$ cat src/rtl/bitcnt_unit_pkg.sv
// Shared definitions for the multi-cycle bit-counting coprocessor:
// operation codes, FSM states and datapath widths.
package bitcnt_unit_pkg;

  localparam int unsigned WORD_W = 32;
  localparam int unsigned CNT_W  = 6;

  typedef enum logic [1:0] {
    OP_CNT1 = 2'b00,
    OP_CNT0 = 2'b01,
    OP_CLZ  = 2'b10,
    OP_CLO  = 2'b11
  } op_e;

  typedef enum logic [1:0] {
    StIdle = 2'b00,
    StRun  = 2'b01,
    StDone = 2'b10
  } state_e;

  // Zero-counting ops are turned into one-counting by inverting the operand.
  function automatic logic op_inverts(op_e op);
    return (op == OP_CNT0) || (op == OP_CLZ);
  endfunction

  function automatic logic op_leading(op_e op);
    return (op == OP_CLZ) || (op == OP_CLO);
  endfunction

endpackage

$ cat src/rtl/bitcnt_unit_if.sv
// Start/busy handshake and result bus between the EX stage and the
// bit-counting unit.
interface bitcnt_unit_if;
  import bitcnt_unit_pkg::*;

  logic              start;
  logic [1:0]        op;
  logic [WORD_W-1:0] operand;
  logic              flush;
  logic              busy;
  logic              done;
  logic [CNT_W-1:0]  result;

  modport master (
    output start, op, operand, flush,
    input  busy, done, result
  );

  modport slave (
    input  start, op, operand, flush,
    output busy, done, result
  );

endinterface

$ cat src/rtl/bitcnt_chunk.sv
// Combinational CHUNK-wide slice counter: total ones, leading ones from the
// slice MSB, and an all-ones flag used to stop leading-count accumulation.
module bitcnt_chunk
  import bitcnt_unit_pkg::*;
#(
  parameter int unsigned CHUNK = 8
) (
  input  logic [CHUNK-1:0] slice_i,
  output logic [CNT_W-1:0] ones_o,
  output logic [CNT_W-1:0] lead_o,
  output logic             all_ones_o
);

  logic run;

  always_comb begin
    ones_o = '0;
    lead_o = '0;
    run    = 1'b1;
    for (int i = int'(CHUNK) - 1; i >= 0; i--) begin
      ones_o = ones_o + CNT_W'(slice_i[i]);
      run    = run & slice_i[i];
      lead_o = lead_o + CNT_W'(run);
    end
  end

  assign all_ones_o = &slice_i;

endmodule

$ cat src/rtl/bitcnt_unit.sv
// Multi-cycle popcount / zero-count / CLZ / CLO unit. One CHUNK-wide slice is
// counted per cycle; the pipeline stalls on busy and picks up result on done.
module bitcnt_unit
  import bitcnt_unit_pkg::*;
#(
  parameter int unsigned CHUNK = 8
) (
  input logic          clk,
  input logic          reset,
  bitcnt_unit_if.slave bus
);

  localparam int unsigned NCYC  = WORD_W / CHUNK;
  localparam int unsigned IDX_W = (NCYC > 1) ? $clog2(NCYC) : 1;
  localparam int unsigned SEL_W = $clog2(WORD_W);

  state_e            state_q, state_d;
  logic [WORD_W-1:0] data_q, data_d;
  op_e               op_q, op_d;
  logic [CNT_W-1:0]  acc_q, acc_d;
  logic [IDX_W-1:0]  idx_q, idx_d;
  logic              stop_q, stop_d;
  logic [CNT_W-1:0]  result_q, result_d;

  logic              leading;
  logic [IDX_W-1:0]  sel;
  logic [SEL_W-1:0]  base;
  logic [CHUNK-1:0]  slice;
  logic [CNT_W-1:0]  ones, lead, contrib;
  logic              all_ones;
  op_e               op_in;

  assign op_in   = op_e'(bus.op);
  assign leading = op_leading(op_q);

  // Leading counts walk slices MSB-first, plain counts LSB-first.
  assign sel   = leading ? (IDX_W'(NCYC - 1) - idx_q) : idx_q;
  assign base  = SEL_W'(32'(sel) * CHUNK);
  assign slice = data_q[base +: CHUNK];

  bitcnt_chunk #(
    .CHUNK(CHUNK)
  ) u_chunk (
    .slice_i   (slice),
    .ones_o    (ones),
    .lead_o    (lead),
    .all_ones_o(all_ones)
  );

  assign contrib = leading ? (stop_q ? '0 : lead) : ones;

  always_comb begin
    state_d  = state_q;
    data_d   = data_q;
    op_d     = op_q;
    acc_d    = acc_q;
    idx_d    = idx_q;
    stop_d   = stop_q;
    result_d = result_q;

    unique case (state_q)
      StIdle, StDone: begin
        state_d = StIdle;
        if (!bus.flush && bus.start) begin
          data_d  = op_inverts(op_in) ? ~bus.operand : bus.operand;
          op_d    = op_in;
          acc_d   = '0;
          idx_d   = '0;
          stop_d  = 1'b0;
          state_d = StRun;
        end
      end
      StRun: begin
        if (bus.flush) begin
          state_d = StIdle;
        end else begin
          acc_d  = acc_q + contrib;
          stop_d = stop_q | (leading & ~all_ones);
          idx_d  = idx_q + IDX_W'(1);
          if (idx_q == IDX_W'(NCYC - 1)) begin
            result_d = acc_q + contrib;
            state_d  = StDone;
          end
        end
      end
      default: state_d = StIdle;
    endcase
  end

  always_ff @(posedge clk) begin
    if (reset) begin
      state_q  <= StIdle;
      data_q   <= '0;
      op_q     <= OP_CNT1;
      acc_q    <= '0;
      idx_q    <= '0;
      stop_q   <= 1'b0;
      result_q <= '0;
    end else begin
      state_q  <= state_d;
      data_q   <= data_d;
      op_q     <= op_d;
      acc_q    <= acc_d;
      idx_q    <= idx_d;
      stop_q   <= stop_d;
      result_q <= result_d;
    end
  end

  assign bus.busy   = (state_q == StRun);
  assign bus.done   = (state_q == StDone);
  assign bus.result = result_q;

endmodule

$ cat src/flat_wrapper.sv
// flat-port wrapper written by rule: the top's interface ports become plain ports
module bitcnt_unit_flat import bitcnt_unit_pkg::*;
#(
  parameter int unsigned CHUNK = 8
)
  (clk, reset, bus_start, bus_op, bus_operand, bus_flush, bus_busy, bus_done, bus_result);
  bitcnt_unit_if bus_i ();
  input logic clk;
  input logic reset;
  input wire logic [$bits(bus_i.start)-1:0] bus_start;
  input wire logic [$bits(bus_i.op)-1:0] bus_op;
  input wire logic [$bits(bus_i.operand)-1:0] bus_operand;
  input wire logic [$bits(bus_i.flush)-1:0] bus_flush;
  output wire logic [$bits(bus_i.busy)-1:0] bus_busy;
  output wire logic [$bits(bus_i.done)-1:0] bus_done;
  output wire logic [$bits(bus_i.result)-1:0] bus_result;
  assign bus_i.start = bus_start;
  assign bus_i.op = bus_op;
  assign bus_i.operand = bus_operand;
  assign bus_i.flush = bus_flush;
  assign bus_busy = bus_i.busy;
  assign bus_done = bus_i.done;
  assign bus_result = bus_i.result;
  bitcnt_unit #(.CHUNK(CHUNK)) u_core (.clk(clk), .reset(reset), .bus(bus_i));
endmodule
$ cat config.mk
export PLATFORM = sky130hd
export DESIGN_NAME = bitcnt_unit_flat
export DESIGN_NICKNAME = d
export VERILOG_FILES = /design/src/rtl/bitcnt_unit_pkg.sv /design/src/rtl/bitcnt_unit_if.sv /design/src/rtl/bitcnt_chunk.sv /design/src/rtl/bitcnt_unit.sv /design/src/flat_wrapper.sv
export SDC_FILE = /design/constraint.sdc
export NUM_CORES = 1
export LEC_CHECK = 0
export CAP_MARGIN = 20
export CORE_MARGIN = 2
export CORE_UTILIZATION = 38
export DETAILED_ROUTE_END_ITERATION = 8
export DONT_BUFFER_PORTS = 1
export PLACE_DENSITY_LB_ADDON = 0.3
export SLEW_MARGIN = 25
export SYNTH_ARGS = -nofsm -noshare
export SYNTH_HDL_FRONTEND = slang
export SYNTH_SLANG_ARGS = --single-unit
$ cat constraint.sdc
create_clock -name clk -period 6 [get_ports clk]
set_input_delay 1.2 -clock clk [delete_from_list [all_inputs] [get_ports clk]]
set_output_delay 1.2 -clock clk [all_outputs]
set_load 0.02 [all_outputs]
[Yosys cells after proc, flatten, opt, wreduce, memory -nomap -nowiden]
Index checks and enable logic that the tools add are counted.
Word-level totals
  bits in registers: 51
  logic and storage cells: 75
  output and inout bits: 8
  bits of input ports: 38
Cells by class
  equal/unequal tests: 10
  multiplexer cells: 17
  add/sub/neg operators: 17
  reductions and logical operators: 11
  shift-type cells: 1
  bitwise logic cells: 12
Operators by type and width (number)
  $mux 32: 1
  $not 32->32: 1
  $shiftx 32x6->8: 1
  $add 6x1->6: 4
  $mux 6: 4
  $add 5x1->6: 2
  $pmux 6 s2: 1
  $add 4x1->5: 2
  $eq 2x2->1 const B: 5
  $mux 2: 5
  $add 3x1->4: 2
  $and 1x1->1: 8
  $pmux 2 s2: 2
  $reduce_and 8->1: 1
  $add 2x1->3: 2
  $add 6x6->6: 1
  $reduce_and 3->1: 2
  $add 1x1->2: 2
  $eq 2x1->1 const B: 2
  $mux 1: 3
  $ne 3x2->1 const B: 1
  $add 2x1->2 const B: 1
  $logic_not 2->1: 1
  $logic_or 1x1->1: 2
  other kinds (11): 12

[Logic depth before layout (Yosys ltp)]
Gate-level depths: netlist (run 1).
  depth after elaboration: 17
  mapped depth: 20
  gate-level depth less buffers: 19

[Cells and area by module]
From an unflattened synthesis (run 1), not the netlist that was laid out.
Unflattened totals
  cell total of the unflattened synthesis: 350
  area total of the unflattened synthesis: 3062.9 um^2
By module, submodules not included
  bitcnt_unit: times used 1, sequential area each 1001.0 um^2, area each 2606.2 um^2, cells each 295
  bitcnt_chunk: times used 1, sequential area each 0.0 um^2, area each 456.7 um^2, cells each 55

[Worst setup path before layout (run 1)]
No wires, ideal clock.
  path kind: register -> register
  start point: register u_core.op_q[1]
  end point: register u_core.acc_q[4]
  period minus slack after synthesis: 5.473 ns
  data arrival time: 5.346 ns
  path buffers: 1
  cell stages (with the launch flop): 21
  library setup time: 0.128 ns
  setup slack: 0.527 ns
  data required time: 5.872 ns
  cell sequence: dfxtp_1 buf_4 xnor2_4 mux4_2 and3_4 and3_4 and3_1 fa_1 fa_1 fa_1 ha_1 fa_1 xor2_1 nand2_1 o21ai_0 ha_1 nor2b_1 o21a_1 or3_1 a32oi_1 nor2_1
On the way
  word-level cells in the longest chain between the ends: 17
  elaborated cells on any way between the ends: 31
  those cells by class: add/sub: 15; eq/ne: 2; shift: 1; mux: 5; bitwise: 7; reduce/logical: 1
RTL lines
  start, declared: RTL line bitcnt_unit.sv:19  | op_e op_q, op_d;
  start signal, assigned: RTL line bitcnt_unit.sv:102  | op_q <= op_d;
  $eq 2x2->1: RTL line bitcnt_unit_pkg.sv:27  | return (op == OP_CLZ) || (op == OP_CLO);
  $logic_or 1x1->1 *: RTL line bitcnt_unit_pkg.sv:27
  $mux 2: RTL line bitcnt_unit.sv:37  | assign sel = leading ? (IDX_W'(NCYC - 1) - idx_q) : idx_q;
  $shiftx 32x6->8: RTL line bitcnt_unit.sv:39  | assign slice = data_q[base +: CHUNK];
  $and 1x1->1: RTL line bitcnt_chunk.sv:22  | run = run & slice_i[i];
  $add 1x1->2 / $and 1x1->1 (equally long branches): RTL line bitcnt_chunk.sv:23, bitcnt_chunk.sv:22
  $add 2x1->3 / $and 1x1->1 (equally long branches): RTL line bitcnt_chunk.sv:23, bitcnt_chunk.sv:22
  $add 3x1->4 / $and 1x1->1 (equally long branches): RTL line bitcnt_chunk.sv:23, bitcnt_chunk.sv:22
  $add 4x1->5 / $and 1x1->1 (equally long branches): RTL line bitcnt_chunk.sv:23, bitcnt_chunk.sv:22
  $add 5x1->6 / $and 1x1->1 (equally long branches): RTL line bitcnt_chunk.sv:23, bitcnt_chunk.sv:22
  $add 6x1->6 / $and 1x1->1 (equally long branches): RTL line bitcnt_chunk.sv:23, bitcnt_chunk.sv:22
  $add 6x1->6: RTL line bitcnt_chunk.sv:23  | lead_o = lead_o + CNT_W'(run);
  $mux 6: RTL line bitcnt_unit.sv:50  | assign contrib = leading ? (stop_q ? '0 : lead) : ones;
  $mux 6 *: RTL line bitcnt_unit.sv:50
  $add 6x6->6 *: RTL line bitcnt_unit.sv:77  | acc_d = acc_q + contrib;
  $mux 6 *: RTL line bitcnt_unit.sv:74  | if (bus.flush) begin
  $pmux 6 s2 *: RTL line bitcnt_unit.sv:61  | unique case (state_q)
  end signal, assigned: RTL line bitcnt_unit.sv:95  | acc_q <= '0;
  end signal, assigned: RTL line bitcnt_unit.sv:103  | acc_q <= acc_d;
  end, declared: RTL line bitcnt_unit.sv:20  | logic [CNT_W-1:0] acc_q, acc_d;
Mark *: on every way between the ends. The rest lies on a longest branch, timed or not. The select of a mux whose other input is x is not followed.
A chain may end at the register's enable or synchronous reset.

[Worst setup path in the final report (run 1)]
Same ends and word-level chain as after synthesis.

==> summary.txt, run 1 <==
Worst setup path
  – Crit path arrival time: 5820 ps
  – Endpoint type of the worst setup path: flip-flop
  – Most frequent CP cell: fa_1
  – Req. time, crit path: 6210 ps
  – Max stage delay cell, worst path: mux4_2
  – Setup CP Type: reg -> reg
  – Max incr delay on CP: 610 ps
  – Worst-path cell chain: xnor2_4 -> mux4_2 -> and3_4 -> and3_4 -> and3_1 -> fa_1 -> fa_1 -> fa_1 -> ha_1 -> fa_1 -> xor2_1 -> nand2_1 -> o21ai_0 -> ha_1 -> nor2b_1 -> o21a_1 -> or3_1 -> a32oi_1 -> nor2_1
  – Worst-path fanout max: 9
  – Startpoint Class: flip-flop

Job
  – Max Cap Violations: 0

STA
  – Fin. Hold Viols: 0
  – RSZ-0062 raised after global routing: no
  – Setup WS post-layout: 391 ps
  – Min Tclk post-route: 5610 ps
  – Worst slew margin: 54.3%
  – Post-route clock period utilization: 93.5%
  – Worst slew pin tran: 685 ps
  – Slew Limit Fails: 0
  – Fmax achieved: 178 MHz
  – Final Skew: 13.1 ps
  – Setup tns final: 0 ps
  – Final setup fails: 0

Synthesis
  – Post-synthesis cell count: 320
  – Syn Area/Cell: 9.14 um^2
  – Largest family of logic cells by synthesized area: simple AND/OR/NAND/NOR gates
  – Seq cells post-synth: 50
  – Sequential area share after synthesis: 34.2%
  – Post-synth EDFFs: 0
  – YS warnings: 0
  – Multiplexer share of the synthesized area: 8.73%
  – Number of distinct library cells after synthesis: 39
  – Ys async rst share: 0%
  – Largest area contributor in the netlist: dfxtp_1
  – Compound-Gate Fraction of Synth Area: 11.7%
  – Top post-synthesis cells by area: dfxtp_1 34%, xor2_1 11%, nand2_1 9.2%
  – Post-synth top cells: 72 x nand2_1, 50 x dfxtp_1, 39 x a21oi_1
  – Synth Area in Adders: 11.7%
  – Most common cell in the netlist: nand2_1
  – Top-area cell type share of the netlist area: 34.2%
  – Primary FF master, synth: dfxtp_1
  – Mapped Area: 2930 um^2
  – Synth Area in XOR/XNOR: 12.9%
  – Post-Synthesis Net Count: 380
  – Fraction of the mapped netlist area in simple logic gates: 17.5%

Detailed routing
  – Detail Route Antenna Nets: 0
  – Number of vias per cell: 5.11
  – Routed WL: 5.70 mm
  – Residual DRC: 0
  – Routed wire length per instance: 13.8 um
  – Drt pass-1 iters: 4
  – DR vias: 2106
  – Initial DRC count: 103

Power and ir drop
  – Leakage power: 0.00127 uW
  – P per Cell Area: 220 nW/um^2
  – Max rail drop VDD: 0.123 mV

Clock tree
  – Post-CTS Hold Buffers: 0
  – Post_cts resized: 0
  – Total CTS buffers: 5
  – CTS tree: built
  – Clk sinks: 50
  – # H-tree levels: 2
  – Worst-path clk slew: 100 ps
  – Root buf cell: clkbuf_8
  – Post-CTS Setup Inserts: 0
  – Clock latency on the worst-skew pair: 310 ps
  – CTS Buffer Depth: 2

Placed design
  – Placer Congestion: 0.845
  – I/O Buffers: 0
  – Dpl cell area: 3050 um^2
  – Pre-CTS setup slack: 362 ps
  – Hpwl dp: 4.31 mm

Layout
  – Ant. Diodes: 0
  – Layout cells sized above 1: 7.67%
  – Layout Cell Area excl Fill: 3140 um^2
  – Layout Nets: 372
  – Utilization after layout: 42.6%
  – P&R area growth vs syn: 7.36%
  – Fillers: 753

Global routing
  – Global route overflow: 0
  – Initial antenna violation count: 0
  – Pin count of the biggest net entering global routing: 52
  – First-pass GRT wire length: 9.53 mm
  – Vias in the first global route: 1955
  – GRT Overall Usage: 14.0%

Floorplan
  – Initial core utilization: 39.7%
  – Floorplan core area: 7370 um^2
  – I/O pin cnt: 46
  – DIE AREA: 8420 um^2
  – Row cnt: 31
  – Die X: 91.7 um
  – Die Y: 91.7 um

Min path
  – Hold Path Class: reg -> reg

Status
  – Status: complete, no violations
-- critical path, delay by kind of cell (launching register included) --
family                   cells  cell delay, ps
AO/OA/AOI/OAI                3             480
XOR/XNOR                     2             570
adder cells (fa/ha/maj)      6            2320
flip-flops                   1             370
multiplexers                 1             610
AND/OR/NAND/NOR              7            1170
-- path summary, 6_finish.rpt --
kind | startpoint | endpoint | slack [ps] | cells after the start
hold / removal | u_core.data_q[10]$_SDFFE_PP0P_ | u_core.data_q[10]$_SDFFE_PP0P_ | 450 | 2
hold reg to reg | u_core.data_q[10]$_SDFFE_PP0P_ | u_core.data_q[10]$_SDFFE_PP0P_ | 450 | 2
setup reg to reg | u_core.op_q[1]$_SDFFE_PP0P_ | u_core.acc_q[4]$_SDFFE_PP0P_ | 390 | 19
setup / recovery | u_core.op_q[1]$_SDFFE_PP0P_ | u_core.acc_q[4]$_SDFFE_PP0P_ | 390 | 19
-- layout by cell type (no fill, tap or decap), types with 3 or more instances in the layout --
cell,netlist,final
nand2_1,72,72
dfxtp_1,50,50
a21oi_1,39,39
xor2_1,36,35
nor2_1,15,15
ha_1,13,13
fa_1,9,9
nor2b_1,7,7
mux4_1,6,6
o21ai_0,6,6
and2_1,6,6
inv_1,5,5
clkbuf_8,0,5
a22oi_1,4,4
mux4_2,3,3
mux2i_1,3,3
inv_6,0,3
buf_4,1,3
-- metal layers --
| metal | routed length [um] | vias up | global-route usage (%) |
|---|---|---|---|
| met1 | 2790 | 1007 | 20.0 |
| li1 | - | 1055 | - |
| met3 | 212 | 5 | 2.88 |
| met2 | 2630 | 39 | 21.3 |
| met4 | 65 | 0 | 4.60 |
| met5 | 0 | - | 0 |
-- area by class of cell --
cell class | count | area [um^2] | share of cell area, %
Sequential cell | 50 | 1000 | 31.9
Timing Repair Buffer | 4 | 50.0 | 1.59
Tap cell | 99 | 124 | 3.94
Clock inverter | 3 | 26.3 | 0.837
Multi-Input combinational cell | 246 | 1850 | 59.0
Inverter | 5 | 18.8 | 0.598
Clock buffer | 5 | 68.8 | 2.19
-- logic make-up (layout without fill, tap and decap cells) --
kind of cell,Yosys count,after routing
compound gates,58,58
xor+xnor,40,40
fa+ha+maj,22,22
buf+inv,24,17
flops,50,50
mux,12,12
simple gates,114,114
-- flip-flops by register name, indices dropped and copies added, names as in the netlist --
register and count:
u_core.bus.result 6, u_core.op_q 1, u_core.acc_q 6, u_core.stop_q 1, u_core.idx_q 2, u_core.state_q 2
u_core.data_q 32
-- power breakdown --
| part | switching, uW | total, uW | internal, uW | leakage [uW] |
|---|---|---|---|---|
| combinational | 68.3 | 125 | 56.4 | 0.000818 |
| sequential | 10.3 | 357 | 347 | 0.000407 |
| clock | 121 | 208 | 86.7 | 0.0000495 |
| total | 200 | 690 | 490 | 0.00127 |
-- metrics by stage --
stage                     cells  hold WS (ps)  power [uW]
after global routing        412           467         728
after floorplan             320           427         464
final                       412           447         690
after detailed placement    404           435         491
after CTS                   412           450         698
after global placement      403           430         484
No activity file was read; power rests on OpenSTA's default activity.
==> run 2: changes to the inputs <==
==> constraint.sdc (replaced) <==
create_clock -name clk -period 5 [get_ports clk]
set_input_delay 1 -clock clk [delete_from_list [all_inputs] [get_ports clk]]
set_output_delay 1 -clock clk [all_outputs]
set_load 0.02 [all_outputs]
==> run 2 against run 1 <==
  * The flow now finishes with violations (negative setup slack)
  * Register-to-register slack got worse by 650 ps
  * Clock power rose by 21%
  * Design area rose by 9.8%
  * Sequential share of layout area fell by 2.7 points
  * Count of clock-buffer cells in the layout did not move
  * First-iteration DRC count fell by 17%
  * Sequential power rose by 20%
  * Largest cell class unchanged
  * Largest power group unchanged
  * Highest routed layer unchanged
==> summary.txt, run 2 (same netlist as run 1, synthesis figures left out) <==
Status
  – Status: complete, but fails checks
  – Failing checks: negative setup slack

Placed design
  – I/O Buffers: 0 (unchanged)
  – Dpl cell area: 3240 um^2 (+6.5%)
  – Placer Congestion: 0.791 (-6.3%)
  – Hpwl dp: 4.39 mm (+1.8%)

Layout
  – Largest register FFs: 32 (unchanged)
  – Register Area: 1010 um^2 (+0.50%)
  – Fillers: 712 (-5.4%)
  – Commonest cells after routing, fill and taps aside: 71 x nand2_1, 48 x dfxtp_1, 38 x a21oi_1
  – Layout Nets: 397 (+6.7%)
  – Top reg by flops: u_core.data_q
  – Area of the multi-input gates: 1950 um^2 (+5.3%)
  – Layout cells sized above 1: 19.2% (+12 points)
  – P&R area growth vs syn: 17.9%
  – Commonest non-fill, non-tap cell in the layout: nand2_1
  – Layout Cell Area excl Fill: 3450 um^2 (+9.8%)
  – Ant. Diodes: 0 (unchanged)

Global routing
  – Vias in the first global route: 2085 (+6.6%)
  – Initial antenna violation count: 0 (unchanged)
  – GRT Overall Usage: 14.2% (+0.19 points)
  – Global route overflow: 0 (unchanged)
  – Pin count of the biggest net entering global routing: 52 (unchanged)
  – First-pass GRT wire length: 9.80 mm (+2.9%)

Worst setup path
  – Req. time, crit path: 5210 ps (-1000 ps)
  – Worst-path fanout max: 8 (-1)
  – Setup CP Type: reg -> reg
  – Startpoint Class: flip-flop
  – Endpoint type of the worst setup path: flip-flop
  – Crit path arrival time: 5460 ps (-360 ps)

STA
  – Setup WS post-layout: -256 ps (-647 ps)
  – Min Tclk post-route: 5260 ps (-353 ps)
  – Fmax achieved: 190 MHz (+6.7%)
  – Slew Limit Fails: 0 (unchanged)
  – Final setup fails: 8 (+8)
  – Final Skew: 14.1 ps (+0.946 ps)
  – Setup tns final: -843 ps (-843 ps)
  – Worst slew margin: 54.4% (+0.062 points)
  – Fin. Hold Viols: 0 (unchanged)
  – RSZ-0062 raised after global routing: yes
  – Post-route clock period utilization: 105% (+12 points)
  – Worst slew pin tran: 683 ps (-2.33 ps)

Power and ir drop
  – Power share of the combinational group: 20.2% (+2.1 points)
  – Sequential group share of total power: 50.2% (-1.6 points)
  – Max rail drop VDD: 0.120 mV (-2.2%)
  – Switching power: 248 uW (+24%)
  – Pint: 605 uW (+23%)
  – P per Cell Area: 247 nW/um^2 (+12%)
  – Leakage power: 0.00142 uW (+11%)
  – Sw frac: 29.0% (+0.073 points)
  – Clock power frac: 29.6% (-0.6 points)

Clock tree
  – Worst-path clk slew: 110 ps (about the same)
  – Clock latency on the worst-skew pair: 320 ps (about the same)
  – Root buf cell: clkbuf_8
  – CTS tree: built
  – Clk sinks: 50 (unchanged)
  – CTS Buffer Depth: 2 (unchanged)
  – # H-tree levels: 2 (unchanged)
  – Total CTS buffers: 5 (unchanged)

Detailed routing
  – Residual DRC: 0 (unchanged)
  – Number of vias per cell: 4.91 (-4.0%)
  – Drt pass-1 iters: 5 (+1)
  – Routed WL: 5.96 mm (+4.7%)
  – DR vias: 2144 (+1.8%)
  – Initial DRC count: 86 (-17%)
  – Routed wire length per instance: 13.6 um (-1.3%)
  – Detail Route Antenna Nets: 0 (unchanged)

Floorplan
  – Die Y: 91.7 um (unchanged)
  – Row cnt: 31 (unchanged)
  – Initial core utilization: 39.7% (unchanged)
  – Die X: 91.7 um (unchanged)
  – I/O pin cnt: 46 (unchanged)
  – Floorplan core area: 7370 um^2 (unchanged)
  – DIE AREA: 8420 um^2 (unchanged)

Job
  – Max Cap Violations: 0 (unchanged)

Min path
  – Hold Path Class: reg -> reg
run 2: metrics by stage:
stage | power, uW | setup WS, ps | instances | utilization [%] | hold slack [ps]
after floorplan | 557 | -284 | 320 | - | 427
after global placement | 596 | -215 | 425 | 43.6 | 436
after detailed placement | 605 | -252 | 426 | 44.0 | 444
after CTS | 857 | -211 | 438 | 46.0 | 460
after global routing | 896 | -431 | 437 | 46.8 | 479
final | 853 | -256 | 437 | 46.8 | 457
run 2: worst paths after layout:
kind,from,endpoint,slack (ps),cells after the start
worst max register to register,u_core.idx_q[1]$_SDFFE_PP0P_,u_core.acc_q[4]$_SDFFE_PP0P_,-260,20
worst min register to register,u_core.data_q[18]$_SDFFE_PP0P_,u_core.data_q[18]$_SDFFE_PP0P_,460,2
worst max-delay path,u_core.idx_q[1]$_SDFFE_PP0P_,u_core.acc_q[4]$_SDFFE_PP0P_,-260,20
worst min-delay path,u_core.data_q[18]$_SDFFE_PP0P_,u_core.data_q[18]$_SDFFE_PP0P_,460,2
run 2: repair_timing:
item / 4_1_cts / 5_1_grt
gates resized for setup: 6 / 10
pin swaps: 10 / 11
setup endpoints to repair: 9 / 10
buffers inserted: 4 / 0
hold buffers: 0 / 0
run 2: critical path, stage by stage, from the launching register on:
cell	delay, ps
dfxtp_4	370
xnor2_4	170
buf_12	140
mux4_2	500
and3_4	200
and3_4	160
and3_4	170
fa_1	470
fa_1	530
fa_1	420
ha_2	200
fa_2	330
xor2_1	160
nand2_1	80
o21ai_2	60
ha_1	280
nor2b_1	130
o21a_1	180
or3_4	330
a32oi_1	200
nor2_1	50
run 2: power groups by stage:
stage                     Combinational, uW  Sequential (uW)  Clock [uW]
after floorplan                         126              432           0
after global placement                  159              437           0
after detailed placement                168              437           0
after CTS                               171              428         258
after global routing                    196              430         270
final                                   172              428         252
run 2: cell type report:
| class | count | area share [%] |
|---|---|---|
| clock buffers | 5 | 1.99 |
| clock inverters | 3 | 0.834 |
| inverters | 5 | 0.544 |
| multi-input cells | 246 | 56.5 |
| flip-flops and latches | 50 | 29.2 |
| well taps | 99 | 3.59 |
| repair buffers | 29 | 7.36 |
run 2: routing by layer:
metal  track usage, %  part of all wire [%]  wire length [um]
met5                0                     0                 0
met4             4.10                   1.3                76
met3             2.30                   2.6               158
met2             21.5                    44              2640
met1             21.0                    52              3090
==> run 3: changes to the inputs <==
--- a/config.mk
+++ b/config.mk
@@ -6,11 +6,13 @@
 export NUM_CORES = 1
 export LEC_CHECK = 0
 export CAP_MARGIN = 20
+export CORE_ASPECT_RATIO = 1.25
 export CORE_MARGIN = 2
 export CORE_UTILIZATION = 38
 export DETAILED_ROUTE_END_ITERATION = 8
 export DONT_BUFFER_PORTS = 1
 export PLACE_DENSITY_LB_ADDON = 0.3
+export RECOVER_POWER = 100
 export SLEW_MARGIN = 25
 export SYNTH_ARGS = -nofsm -noshare
 export SYNTH_HDL_FRONTEND = slang
==> constraint.sdc (replaced) <==
create_clock -name clk -period 5 [get_ports clk]
set_input_delay 1 -clock clk [delete_from_list [all_inputs] [get_ports clk]]
set_output_delay 1 -clock clk [all_outputs]
set_load 0.01 [all_outputs]
==> run 3 against run 2 <==
  * The run still ends with negative setup slack left
  * Global-route usage increased by 0.91 points
  * Combinational power decreased by 3%
  * Wire length decreased by 1.9%
  * Total power shrank 3.0%
  * Critical path depth unchanged
  * Sequential cell count unchanged
  * Largest cell class unchanged
  * Highest routed layer unchanged
==> summary.txt, run 3 (same netlist as run 1, synthesis figures left out) <==
Layout
  – Layout Nets: 396 (-0.25%)
  – Commonest non-fill, non-tap cell in the layout: nand2_1
  – Fillers: 719 (+0.98%)
  – Commonest cells after routing, fill and taps aside: 72 x nand2_1, 48 x dfxtp_1, 38 x a21oi_1
  – Largest register FFs: 32 (unchanged)
  – Top reg by flops: u_core.data_q
  – Utilization after layout: 45.5% (-1.3 points)
  – Layout cells sized above 1: 17.5% (-1.7 points)
  – Area of the multi-input gates: 1900 um^2 (-2.6%)
  – Register Area: 1010 um^2 (unchanged)
  – P&R area growth vs syn: 15.1%
  – Ant. Diodes: 0 (unchanged)

STA
  – Fmax achieved: 190 MHz (-0.39%)
  – Min Hold Slack: 447 ps (-10.4 ps)
  – Final setup fails: 7 (-1)
  – Setup WS post-layout: -277 ps (-20.4 ps)
  – Fin. Hold Viols: 0 (unchanged)
  – Worst slew pin tran: 1080 ps (+395 ps)
  – Min Tclk post-route: 5280 ps (+20.4 ps)
  – RSZ-0062 raised after global routing: yes
  – Final Skew: 4.27 ps (-9.78 ps)
  – Worst slew margin: 28.2% (-26 points)
  – Post-route clock period utilization: 106% (+0.41 points)
  – Slew Limit Fails: 0 (unchanged)

Global routing
  – First-pass GRT wire length: 9.64 mm (-1.7%)
  – Initial antenna violation count: 0 (unchanged)
  – Global route overflow: 0 (unchanged)
  – Pin count of the biggest net entering global routing: 52 (unchanged)
  – Vias in the first global route: 2109 (+1.2%)
  – GRT Overall Usage: 15.1% (+0.91 points)

Worst setup path
  – Max stage delay cell, worst path: mux4_2
  – Max incr delay on CP: 530 ps (about the same)
  – R2R Path End: u_core.acc_q[4]$_SDFFE_PP0P_
  – Worst-path cell chain: xnor2_4 -> buf_12 -> mux4_2 -> and3_4 -> and3_4 -> and3_4 -> fa_1 -> fa_1 -> fa_1 -> ha_2 -> fa_2 -> xor2_1 -> nand2_1 -> o21ai_2 -> ha_1 -> nor2b_1 -> o21a_1 -> or3_4 -> a32oi_1 -> nor2_1
  – Endpoint type of the worst setup path: flip-flop
  – Reg-to-reg startpoint: u_core.op_q[1]$_SDFFE_PP0P_
  – Startpoint Class: flip-flop
  – Reg2reg path depth: 20 (unchanged)
  – Worst-path fanout max: 7 (-1)
  – Internal reg-to-reg setup slack: -280 ps (-20 ps)
  – Crit path arrival time: 5480 ps (+20 ps)
  – Req. time, crit path: 5200 ps (about the same)
  – Crit path launch: u_core.op_q[1]$_SDFFE_PP0P_
  – Setup CP Type: reg -> reg

Placed design
  – I/O Buffers: 0 (unchanged)
  – Hpwl dp: 4.47 mm (+1.9%)
  – Pre-CTS setup slack: -321 ps (-69.0 ps)
  – Placer Congestion: 0.793 (+0.19%)

Min path
  – WHS Endpoint: u_core.data_q[17]$_SDFFE_PP0P_
  – Hold_sp: u_core.data_q[17]$_SDFFE_PP0P_
  – Hold path depth: 2 (unchanged)
  – Hold Path Class: reg -> reg

Status
  – Status: complete, but fails checks
  – Failing checks: negative setup slack

Job
  – Max Cap Violations: 0 (unchanged)

Clock tree
  – Clock latency on the worst-skew pair: 300 ps (-20 ps)
  – CTS tree: built
  – Worst-path clk slew: 90 ps (-20 ps)
  – CTS Buffer Depth: 2 (unchanged)
  – # H-tree levels: 2 (unchanged)
  – Clk sinks: 50 (unchanged)
  – Root buf cell: clkbuf_8
  – Total CTS buffers: 5 (unchanged)
  – Post-CTS Hold Buffers: 0 (unchanged)

Floorplan
  – Die Y: 102 um (+11%)
  – Die X: 82.5 um (-10%)
  – Row cnt: 35 (+13%)
  – Floorplan core area: 7400 um^2 (+0.42%)
  – DIE AREA: 8420 um^2 (about the same)
  – Initial core utilization: 39.5% (-0.17 points)
  – I/O pin cnt: 46 (unchanged)

Detailed routing
  – Initial DRC count: 44 (-49%)
  – Number of vias per cell: 5.02 (+2.3%)
  – Drt pass-1 iters: 4 (-1)
  – DR vias: 2154 (+0.47%)
  – Routed WL: 5.85 mm (-1.9%)
  – Routed wire length per instance: 13.6 um (about the same)
  – Detail Route Antenna Nets: 0 (unchanged)
  – Residual DRC: 0 (unchanged)

Power and ir drop
  – P per Cell Area: 246 nW/um^2 (-0.57%)
  – Max rail drop VDD: 0.154 mV (+28%)
  – Leakage power: 0.00140 uW (-1.0%)
[run 3: worst max path at each step]
stage | slack [ps] | to
after floorplan | -280 | u_core.acc_q[4]$_SDFFE_PP0P_
after global placement | -230 | u_core.acc_q[4]$_SDFFE_PP0P_
after detailed placement | -320 | u_core.acc_q[4]$_SDFFE_PP0P_
after CTS | -230 | u_core.acc_q[4]$_SDFFE_PP0P_
after global routing | -440 | u_core.acc_q[4]$_SDFFE_PP0P_
final | -280 | u_core.acc_q[4]$_SDFFE_PP0P_
[run 3: cell type report]
cell class | count | area share [%]
clock buffers | 6 | 2.16
clock inverters | 2 | 0.409
inverters | 5 | 0.557
multi-input cells | 246 | 56.4
flip-flops and latches | 50 | 29.9
well taps | 92 | 3.42
repair buffers | 28 | 7.21
[run 3: routing by layer]
layer / vias to the layer above / track usage, % / wire length, um
li1: 1101 / - / -
met1: 1013 / 17.0 / 2410
met2: 35 / 28.0 / 3170
met3: 5 / 3.00 / 182
met4: 0 / 5.00 / 85
met5: - / 0 / 0
[run 3: through the flow]
stage	setup TNS [ps]	cells	total power, uW	instance area (um^2)
floorplan	-666	320	557	2950
global placement	-1010	416	590	3180
detailed placement	-1720	417	601	3210
CTS	-956	428	843	3350
global route	-2650	429	877	3370
finish	-1130	429	827	3370
[run 3: timing repair]
item / CTS / global route
pin swaps: 6 / 5
setup endpoints to repair: 9 / 9
resized for setup: 6 / 3
setup buffers: 3 / 1
[run 3: worst max-delay path, delay by kind of cell, from the launching register on]
kind | cells | cell delay [ps]
buffers and inverters | 1 | 140
muxes | 1 | 530
DFF | 1 | 370
adders and majority gates | 6 | 2220
AOI/OAI and AO/OA | 3 | 440
xor gates and xnor gates | 2 | 340
and+or+nand+nor | 7 | 1130
[run 3: where the power goes]
group	total [uW]	switching [uW]	internal, uW
registers	427	11.4	416
logic	166	84.0	81.9
clock network	234	135	99.0
total	827	230	597
